===== src/rtl/alu_pkg.sv =====
// Shared definitions for the ALU issue path.
// Contents: ALU control encodings, the legality check on a control code,
// and default datapath/register-index widths.
package alu_pkg;

  localparam int N_DEFAULT     = 32;
  localparam int REG_W_DEFAULT = 5;
  localparam int CTRL_W        = 3;

  typedef enum logic [CTRL_W-1:0] {
    ALU_ADD = 3'b000,
    ALU_SUB = 3'b001,
    ALU_AND = 3'b010,
    ALU_OR  = 3'b011,
    ALU_SLT = 3'b101
  } alu_ctrl_e;

  function automatic logic alu_ctrl_legal(input logic [CTRL_W-1:0] ctrl);
    logic legal;
    legal = 1'b0;
    case (ctrl)
      ALU_ADD, ALU_SUB, ALU_AND, ALU_OR, ALU_SLT: legal = 1'b1;
      default:                                    legal = 1'b0;
    endcase
    return legal;
  endfunction

endpackage


===== src/rtl/alu_op_fifo2.sv =====
// Two-entry FIFO of decoded ALU operations.
// Ports:
//   clk, rst_n           clock, async active-low reset
//   push / pop           enqueue (caller guarantees not full) / dequeue (not empty)
//   push_*               fields of the entry being enqueued
//   upd_a, upd_b         per-slot write enables overwriting a / b with upd_data
//   slot_valid, slot_*   per-slot occupancy and stored indices for the caller's comparators
//   head_*               fields of the oldest entry
//   count                occupancy, 0..2
module alu_op_fifo2
  import alu_pkg::*;
#(
  parameter int N     = N_DEFAULT,
  parameter int REG_W = REG_W_DEFAULT
) (
  input  logic                   clk,
  input  logic                   rst_n,
  input  logic                   push,
  input  logic                   pop,
  input  logic [N-1:0]           push_a,
  input  logic [N-1:0]           push_b,
  input  logic [REG_W-1:0]       push_rs1,
  input  logic [REG_W-1:0]       push_rs2,
  input  logic                   push_b_imm,
  input  logic [CTRL_W-1:0]      push_ctrl,
  input  logic [REG_W-1:0]       push_rd,
  input  logic [1:0]             upd_a,
  input  logic [1:0]             upd_b,
  input  logic [N-1:0]           upd_data,
  output logic [1:0]             slot_valid,
  output logic [1:0][REG_W-1:0]  slot_rs1,
  output logic [1:0][REG_W-1:0]  slot_rs2,
  output logic [1:0]             slot_b_imm,
  output logic [N-1:0]           head_a,
  output logic [N-1:0]           head_b,
  output logic [CTRL_W-1:0]      head_ctrl,
  output logic [REG_W-1:0]       head_rd,
  output logic [1:0]             count
);

  logic [1:0][N-1:0]      mem_a;
  logic [1:0][N-1:0]      mem_b;
  logic [1:0][REG_W-1:0]  mem_rs1;
  logic [1:0][REG_W-1:0]  mem_rs2;
  logic [1:0][REG_W-1:0]  mem_rd;
  logic [1:0][CTRL_W-1:0] mem_ctrl;
  logic [1:0]             mem_b_imm;
  logic                   wr_ptr;
  logic                   rd_ptr;

  always_ff @(posedge clk or negedge rst_n) begin
    if (!rst_n) begin
      mem_a     <= '0;
      mem_b     <= '0;
      mem_rs1   <= '0;
      mem_rs2   <= '0;
      mem_rd    <= '0;
      mem_ctrl  <= '0;
      mem_b_imm <= '0;
      wr_ptr    <= 1'b0;
      rd_ptr    <= 1'b0;
      count     <= 2'd0;
    end else begin
      for (int i = 0; i < 2; i++) begin
        if (push && wr_ptr == 1'(i)) begin
          mem_a[i]     <= push_a;
          mem_b[i]     <= push_b;
          mem_rs1[i]   <= push_rs1;
          mem_rs2[i]   <= push_rs2;
          mem_rd[i]    <= push_rd;
          mem_ctrl[i]  <= push_ctrl;
          mem_b_imm[i] <= push_b_imm;
        end else if (!(pop && rd_ptr == 1'(i))) begin
          // The slot leaving this cycle keeps its pre-edge operands.
          if (upd_a[i]) mem_a[i] <= upd_data;
          if (upd_b[i]) mem_b[i] <= upd_data;
        end
      end
      if (push) wr_ptr <= ~wr_ptr;
      if (pop)  rd_ptr <= ~rd_ptr;
      case ({push, pop})
        2'b10:   count <= count + 2'd1;
        2'b01:   count <= count - 2'd1;
        default: count <= count;
      endcase
    end
  end

  always_comb begin
    slot_valid = 2'b00;
    case (count)
      2'd1:    slot_valid[rd_ptr] = 1'b1;
      2'd2:    slot_valid = 2'b11;
      default: slot_valid = 2'b00;
    endcase
  end

  assign slot_rs1   = mem_rs1;
  assign slot_rs2   = mem_rs2;
  assign slot_b_imm = mem_b_imm;
  assign head_a     = mem_a[rd_ptr];
  assign head_b     = mem_b[rd_ptr];
  assign head_ctrl  = mem_ctrl[rd_ptr];
  assign head_rd    = mem_rd[rd_ptr];

endmodule


===== src/rtl/alu_operand_stage.sv =====
// Registered issue stage in front of the combinational ALU.
// Accepts decoded ops (valid/ready), selects B from register or immediate,
// bypasses write-back results into operands at accept and while buffered,
// drops illegal control codes, and presents A/B/ALUControl from registers.
// Ports:
//   clk, rst_n                     clock, async active-low reset
//   in_valid/in_ready, in_*        upstream op and handshake
//   fwd_valid, fwd_rd_idx, fwd_data write-back bypass bus
//   out_valid/out_ready, out_*     registered ALU operands and destination tag
//   drop_count                     saturating count of dropped illegal ops
module alu_operand_stage
  import alu_pkg::*;
#(
  parameter int N     = N_DEFAULT,
  parameter int REG_W = REG_W_DEFAULT
) (
  input  logic              clk,
  input  logic              rst_n,
  input  logic              in_valid,
  output logic              in_ready,
  input  logic [REG_W-1:0]  in_rs1_idx,
  input  logic [REG_W-1:0]  in_rs2_idx,
  input  logic [REG_W-1:0]  in_rd_idx,
  input  logic [N-1:0]      in_rs1_data,
  input  logic [N-1:0]      in_rs2_data,
  input  logic [N-1:0]      in_imm,
  input  logic              in_use_imm,
  input  logic [2:0]        in_alu_ctrl,
  input  logic              fwd_valid,
  input  logic [REG_W-1:0]  fwd_rd_idx,
  input  logic [N-1:0]      fwd_data,
  output logic              out_valid,
  input  logic              out_ready,
  output logic [N-1:0]      out_a,
  output logic [N-1:0]      out_b,
  output logic [2:0]        out_alu_ctrl,
  output logic [REG_W-1:0]  out_rd_idx,
  output logic [7:0]        drop_count
);

  logic                  accept;
  logic                  legal;
  logic                  push;
  logic                  pop;
  logic [N-1:0]          a_in;
  logic [N-1:0]          b_in;
  logic [1:0]            upd_a;
  logic [1:0]            upd_b;
  logic [1:0]            slot_valid;
  logic [1:0][REG_W-1:0] slot_rs1;
  logic [1:0][REG_W-1:0] slot_rs2;
  logic [1:0]            slot_b_imm;
  logic [1:0]            count;

  assign in_ready  = (count != 2'd2);
  assign out_valid = (count != 2'd0);
  assign accept    = in_valid & in_ready;
  assign legal     = alu_ctrl_legal(in_alu_ctrl);
  assign push      = accept & legal;
  assign pop       = out_valid & out_ready;

  always_comb begin
    a_in = in_rs1_data;
    b_in = in_rs2_data;
    if (fwd_valid && in_rs1_idx != '0 && fwd_rd_idx == in_rs1_idx)
      a_in = fwd_data;
    if (in_use_imm)
      b_in = in_imm;
    else if (fwd_valid && in_rs2_idx != '0 && fwd_rd_idx == in_rs2_idx)
      b_in = fwd_data;
  end

  always_comb begin
    upd_a = 2'b00;
    upd_b = 2'b00;
    for (int i = 0; i < 2; i++) begin
      upd_a[i] = slot_valid[i] & fwd_valid & (slot_rs1[i] != '0)
               & (slot_rs1[i] == fwd_rd_idx);
      upd_b[i] = slot_valid[i] & fwd_valid & ~slot_b_imm[i]
               & (slot_rs2[i] != '0) & (slot_rs2[i] == fwd_rd_idx);
    end
  end

  alu_op_fifo2 #(.N(N), .REG_W(REG_W)) u_fifo (
    .clk        (clk),
    .rst_n      (rst_n),
    .push       (push),
    .pop        (pop),
    .push_a     (a_in),
    .push_b     (b_in),
    .push_rs1   (in_rs1_idx),
    .push_rs2   (in_rs2_idx),
    .push_b_imm (in_use_imm),
    .push_ctrl  (in_alu_ctrl),
    .push_rd    (in_rd_idx),
    .upd_a      (upd_a),
    .upd_b      (upd_b),
    .upd_data   (fwd_data),
    .slot_valid (slot_valid),
    .slot_rs1   (slot_rs1),
    .slot_rs2   (slot_rs2),
    .slot_b_imm (slot_b_imm),
    .head_a     (out_a),
    .head_b     (out_b),
    .head_ctrl  (out_alu_ctrl),
    .head_rd    (out_rd_idx),
    .count      (count)
  );

  always_ff @(posedge clk or negedge rst_n) begin
    if (!rst_n)
      drop_count <= 8'd0;
    else if (accept && !legal && drop_count != 8'hFF)
      drop_count <= drop_count + 8'd1;
  end

endmodule


===== config.mk =====
export PLATFORM = sky130hd
export DESIGN_NAME = alu_operand_stage
export DESIGN_NICKNAME = d
export VERILOG_FILES = /design/src/rtl/alu_pkg.sv /design/src/rtl/alu_op_fifo2.sv /design/src/rtl/alu_operand_stage.sv
export SDC_FILE = /design/constraint.sdc
export NUM_CORES = 1
export LEC_CHECK = 0
export ABC_AREA = 1
export BUFFER_PORTS_ARGS = -buffer_cell sky130_fd_sc_hd__buf_2
export CAP_MARGIN = 20
export CORE_ASPECT_RATIO = 0.75
export CORE_MARGIN = 4
export CORE_UTILIZATION = 60
export CTS_CLUSTER_SIZE = 30
export DETAILED_ROUTE_END_ITERATION = 6
export PLACE_DENSITY_LB_ADDON = 0.1
export SYNTH_ARGS = -nofsm -noshare
export SYNTH_HDL_FRONTEND = slang
export SYNTH_SLANG_ARGS = --single-unit

===== constraint.sdc =====
create_clock -name clk -period 5.3 [get_ports clk]
set_input_delay 1.06 -clock clk [delete_from_list [all_inputs] [get_ports clk]]
set_output_delay 1.06 -clock clk [all_outputs]
set_load 0.01 [all_outputs]

Yosys cells after proc, flatten, opt, wreduce, memory -nomap -nowiden
Cells that the tools add are included.
{"block": "totals", "register_bits": 178, "input_bits": 157, "out_inout_bits": 82, "wordCells": 118}
{"block": "op_classes", "addsub": 3, "n_lt_le_gt_ge": 2, "eq_ne": 18, "n_mux": 28, "bitwise_logic": 19, "n_reduce_logical": 30}
{"operator": "2-to-1 mux 32 bit", "n": 19}
{"operator": "== test 5 bit", "n": 6}
{"operator": "nonzero test 5 bit", "n": 6}
{"operator": "AND 1 bit", "n": 15}
{"operator": "nonzero test 2 bit", "n": 6}
{"operator": "logical AND 1 bit", "n": 11}
{"operator": "2-to-1 mux 5 bit", "n": 2}
{"operator": "adder 8 x 1 -> 8 bit (second input constant)", "n": 1}
{"operator": "!= test 8 bit (second input constant)", "n": 1}
{"operator": "case mux 2 bit (2 select lines)", "n": 2}
{"operator": "AND reduction 2 bit", "n": 4}
{"operator": "== test 3 x 2 -> 1 bit (second input constant)", "n": 2}
{"operator": "2-to-1 mux 3 bit", "n": 2}
{"operator": "OR reduction 5 bit", "n": 1}
{"operator": "== test 2 x 1 -> 1 bit (second input constant)", "n": 2}
{"operator": "== test 2 bit (second input constant)", "n": 2}
{"operator": "!= test 2 x 1 -> 1 bit (second input constant)", "n": 2}
{"operator": "inverter 1 bit", "n": 4}
{"operator": "== test 3 x 1 -> 1 bit (second input constant)", "n": 1}
{"operator": "== test 3 bit (second input constant)", "n": 1}
{"operator": "zero test 3 bit", "n": 1}
{"operator": "adder 2 x 1 -> 2 bit (second input constant)", "n": 1}
{"operator": "< comparator 1 x 2 -> 1 bit (second input constant)", "n": 1}
{"operator": "2-to-1 mux 1 bit", "n": 2}
{"operator": "5 further kinds", "n": 5}

Logic depth before layout (Yosys ltp)
{"block": "depth", "ltp_word": 12, "mapped_depth": 13, "ltp_nobuf": 11}

Hierarchy
A second synthesis with hierarchy kept.
{"block": "unflattened", "cells_unflattened": 1797, "area_unflattened_um2": 11803.8}
{"mod": "alu_op_fifo2", "instances": 1, "cells_per_inst": 1318, "area_each_um2": 9172.5, "seq_area_each_um2": 4254.1}
{"mod": "alu_operand_stage", "instances": 1, "cells_per_inst": 479, "area_each_um2": 2631.3, "seq_area_each_um2": 200.2}

Worst setup path before layout
No wires, ideal clock.
{"block": "synth_timing", "path_kind": "reg2out", "from": "reg u_fifo.rd_ptr", "to": "out out_b[12]", "t_arrival_ns": 1.248, "required_time_ns": 4.240, "path_slack_ns": 2.992, "path_stages_with_launch": 7, "n_path_buf": 3, "path_cell_list": "dfrtp_1 -> buf_6 -> inv_4 -> clkbuf_1 -> buf_1 -> nand2_1 -> nand2_1"}
{"block": "synth_between", "elab_chain_cells": 2}
{"element": "start: declaration", "line_no": "alu_op_fifo2.sv:49", "rtl": "logic rd_ptr;"}
{"element": "start signal: assignment", "line_no": "alu_op_fifo2.sv:80", "rtl": "if (pop) rd_ptr <= ~rd_ptr;"}
{"element": "2-to-1 mux 32 bit (not written as such) (2 in a row)", "line_no": "alu_op_fifo2.sv:102", "rtl": "assign head_b = mem_b[rd_ptr];"}
{"element": "end: declaration", "line_no": "alu_operand_stage.sv:35", "rtl": "output logic [N-1:0] out_b,"}
No other way between the ends. The select of a mux whose other input is x is not followed.

Worst setup path after layout
{"block": "layout_timing", "from": "in fwd_rd_idx[4]", "to": "reg u_fifo.mem_b[0] (netlist name)"}
{"block": "layout_between", "elab_chain_cells": 5, "elab_cells_between_ends": 9}
{"element": "start: declaration", "line_no": "alu_operand_stage.sv:30", "rtl": "input logic [REG_W-1:0] fwd_rd_idx,"}
{"element": "== test 5 bit", "line_no": "alu_operand_stage.sv:69", "rtl": "else if (fwd_valid && in_rs2_idx != '0 && fwd_rd_idx == in_rs2_idx)"}
{"element": "logical AND 1 bit", "line_no": "alu_operand_stage.sv:69"}
{"element": "2-to-1 mux 32 bit", "line_no": "alu_operand_stage.sv:69"}
{"element": "2-to-1 mux 32 bit", "line_no": "alu_operand_stage.sv:67", "rtl": "if (in_use_imm)"}
{"element": "2-to-1 mux 32 bit", "line_no": "alu_op_fifo2.sv:65", "rtl": "if (push && wr_ptr == 1'(i)) begin"}
{"element": "end signal: indexed assignment", "line_no": "alu_op_fifo2.sv:67", "rtl": "mem_b[i] <= push_b;"}
{"element": "end signal: indexed assignment", "line_no": "alu_op_fifo2.sv:76", "rtl": "if (upd_b[i]) mem_b[i] <= upd_data;"}
{"element": "end: declaration", "line_no": "alu_op_fifo2.sv:42", "rtl": "logic [1:0][N-1:0] mem_b;"}
Parallel ways exist; a longest one is shown, timed or not.
A chain may end at the register's enable or synchronous reset.

==> impl_metrics.yaml <==
hold_path:
  min_path_type: "flop to flop"
  holdCritStartpoint: "u_fifo.mem_rd[7]"
  hold_path_depth: 2
routing:
  vias_per_cell: 6.01
  drc: 0
  drt-pass1-iter-count: 6
  wl_um: 38000
  vias: 12400
  wl_per_cell_um: 18.4
  drt_iter0_drc: 1835
  antenna_left: 0
power_and_ir_drop:
  vdd_ir_drop_max_mv: 0.386
  p_per_area_mw_per_mm2: 512
  p_leak_nw: 6.98
cts:
  postCtsHoldBufs: 0
  insertion_delay_ns: 0.45
  root_buffer: "clkbuf_16"
  clock_sinks: 178
  clk_pin_slew_worst_paths_ns: 0.07
  cts_buffers: 17
  cts_tree: "built"
  cts_buffer_depth: 2
  htreeDepth: 4
  post_cts_resized: 0
  cts_setup_buffers: 0
timing:
  final.setup.tns_ns: 0
  finalCritPeriodShare_pct: 62.2
  fmax_mhz: 303
  maxSlewViolCount: 0
  fin_crit_ns: 3.30
  hold_viol_final: 0
  setup_viol: 0
  max_slew_margin_pct: 24.1
  skew_ns: 0.00991
  grt_setup_unrepaired: "no"
  tightest_slew_ns: 1.14
synthesis:
  syn_inst: 1647
  synth_cell_type_count: 41
  synthTopCellsByArea: "dfrtp_1 (39%), nand3_1 (19%), nand2_1 (14%)"
  synth-seq-cells: 178
  ys_warn_count: 0
  synth_top_area_cell: "dfrtp_1"
  syn_nets: 1809
  synthesis.area_mm2: 0.0115
  seq_area_frac_synth_pct: 38.9
  syn_area_per_cell_um2: 6.95
  netlist.area_leader.share_pct: 38.9
finish:
  areaGrowthSynthToFinish_pct: 14.3
  final_cell_mix: "nand2_1 (438), nand3_1 (425), buf_2 (237)"
  final_common_cell: "nand2_1"
  fin_util_pct: 70.3
  nFillCells: 1685
  drive_gt1_share_pct: 21.4
  seqCellArea_mm2: 0.00446
  nNetsFinal: 1965
  multi_input_area_mm2: 0.00583
  fin_cells: 2065
placed_design:
  port_buffers: 238
  place_inst: 2029
  place_hpwl_um: 22800
  gp_congestion: 0.935
setup_path:
  start_kind: "input port"
  crit_path_max_fanout: 33
  arrival_ns: 3.62
  timing.rr.start: "u_fifo.rd_ptr"
  ff2ff_path_depth: 9
  worstPathRequired_ns: 5.63
  r2r_slack_ns: 2.03
  endpoint_kind: "flop"
  crit_type: "input port to flop"
  crit_start: "fwd_rd_idx[4]"
floorplanning:
  pin_count: 239
  fp.dieW_um: 168
  die-height_um: 128
  core_area_mm2: 0.0186
  rows: 43
  initial_core_util_pct: 61.5
  die_area_mm2: 0.0214
grt:
  grt_max_degree: 96
  grt_pass1_vias: 11800
  grt.overflow.total: 0
  grt_pass1_wl_um: 60300
  grt.total_usage_pct: 34.9
  antenna_found_initial: 2
flow_run:
  cap_violations: 0
status:
  status: "complete, no violations"
## report_power, final
part	total, W	leakage, nW	internal, W	switching [W]
registers	0.00237	2.19	0.00200	0.000371
clock network	0.00129	0.279	0.000701	0.000589
logic	0.00303	4.50	0.00108	0.00195
total	0.00670	6.98	0.00378	0.00291
## final timing paths
path | end
setup / recovery | u_fifo.mem_b[0]
hold / removal | u_fifo.mem_rd[7]
setup reg to reg | u_fifo.mem_a[7]
hold reg to reg | u_fifo.mem_rd[7]
max in group asynchronous | u_fifo.mem_a[60]
min in group asynchronous | u_fifo.mem_rd[6]
## critical path, cell delays in order
cell	delay, ns
buf_2	0.14
inv_2	0.15
nand2_1	0.10
nand2_2	0.58
nand3_2	0.91
nand2_1	0.30
nand3_1	0.14
nand3_1	0.12
nand3_1	0.08
## area by class of cell
cell class | instances | area share, %
Tap cell | 247 | 2.36
Multi-Input combinational cell | 1206 | 44.6
Clock inverter | 14 | 1.20
Antenna cell | 2 | 0.0382
Inverter | 146 | 4.25
Clock buffer | 18 | 3.28
Sequential cell | 178 | 34.1
Timing Repair Buffer | 254 | 10.2
## synthesized netlist by cell type (all sizes together)
library cell  number
dfrtp            178
nor3b              1
nand4             36
o21ai             80
and3               1
nor3               6
clkbuf            59
xnor2              6
a21o               1
inv              145
clkinv             1
buf               58
nand3            431
xor2               6
a21oi             38
ha                 5
o211ai             1
nand2            473
nor4               2
nor2              48
or2               66
mux2               1
o22ai              4
## state kept, by name, summed over array words and instances (netlist names), 2 cells and up
signal             cells
u_fifo.mem_rd         10
u_fifo.mem_b          64
u_fifo.slot_rs2       10
u_fifo.mem_a          64
drop_count             8
u_fifo.slot_b_imm      2
u_fifo.mem_ctrl        6
u_fifo.slot_rs1       10
u_fifo.count           2
## cells by family after synthesis
| kind of cell | share of synthesized area, % |
|---|---|
| XOR/XNOR | 0.918 |
| AND/OR/NAND/NOR | 43.3 |
| flip-flops | 38.9 |
| multiplexers | 0.0983 |
| adder cells (fa/ha/maj) | 0.546 |
| AO/OA/AOI/OAI | 5.65 |
| buffers and inverters | 10.6 |
## per-layer routing
metal | vias up | wire length (um) | GRT usage [%]
li1 | 5680 | - | -
met4 | 0 | 1060 | 13.3
met2 | 888 | 17000 | 53.9
met1 | 5716 | 15300 | 48.7
met5 | - | 0 | 0
met3 | 117 | 4680 | 7.45
## stage by stage
step           hold WS [ns]  setup slack (ns)  cell area, um2  power (W)
2_1_floorplan         0.442              2.99           11500    0.00430
5_1_grt               0.499              1.80           13100    0.00715
3_5_place_dp          0.462              1.68           12500    0.00535
4_1_cts               0.479              2.09           13000    0.00664
6_report              0.475              2.00           13100    0.00670
3_3_place_gp          0.454              1.73           12500    0.00528
(Power assumes the default switching activity.)
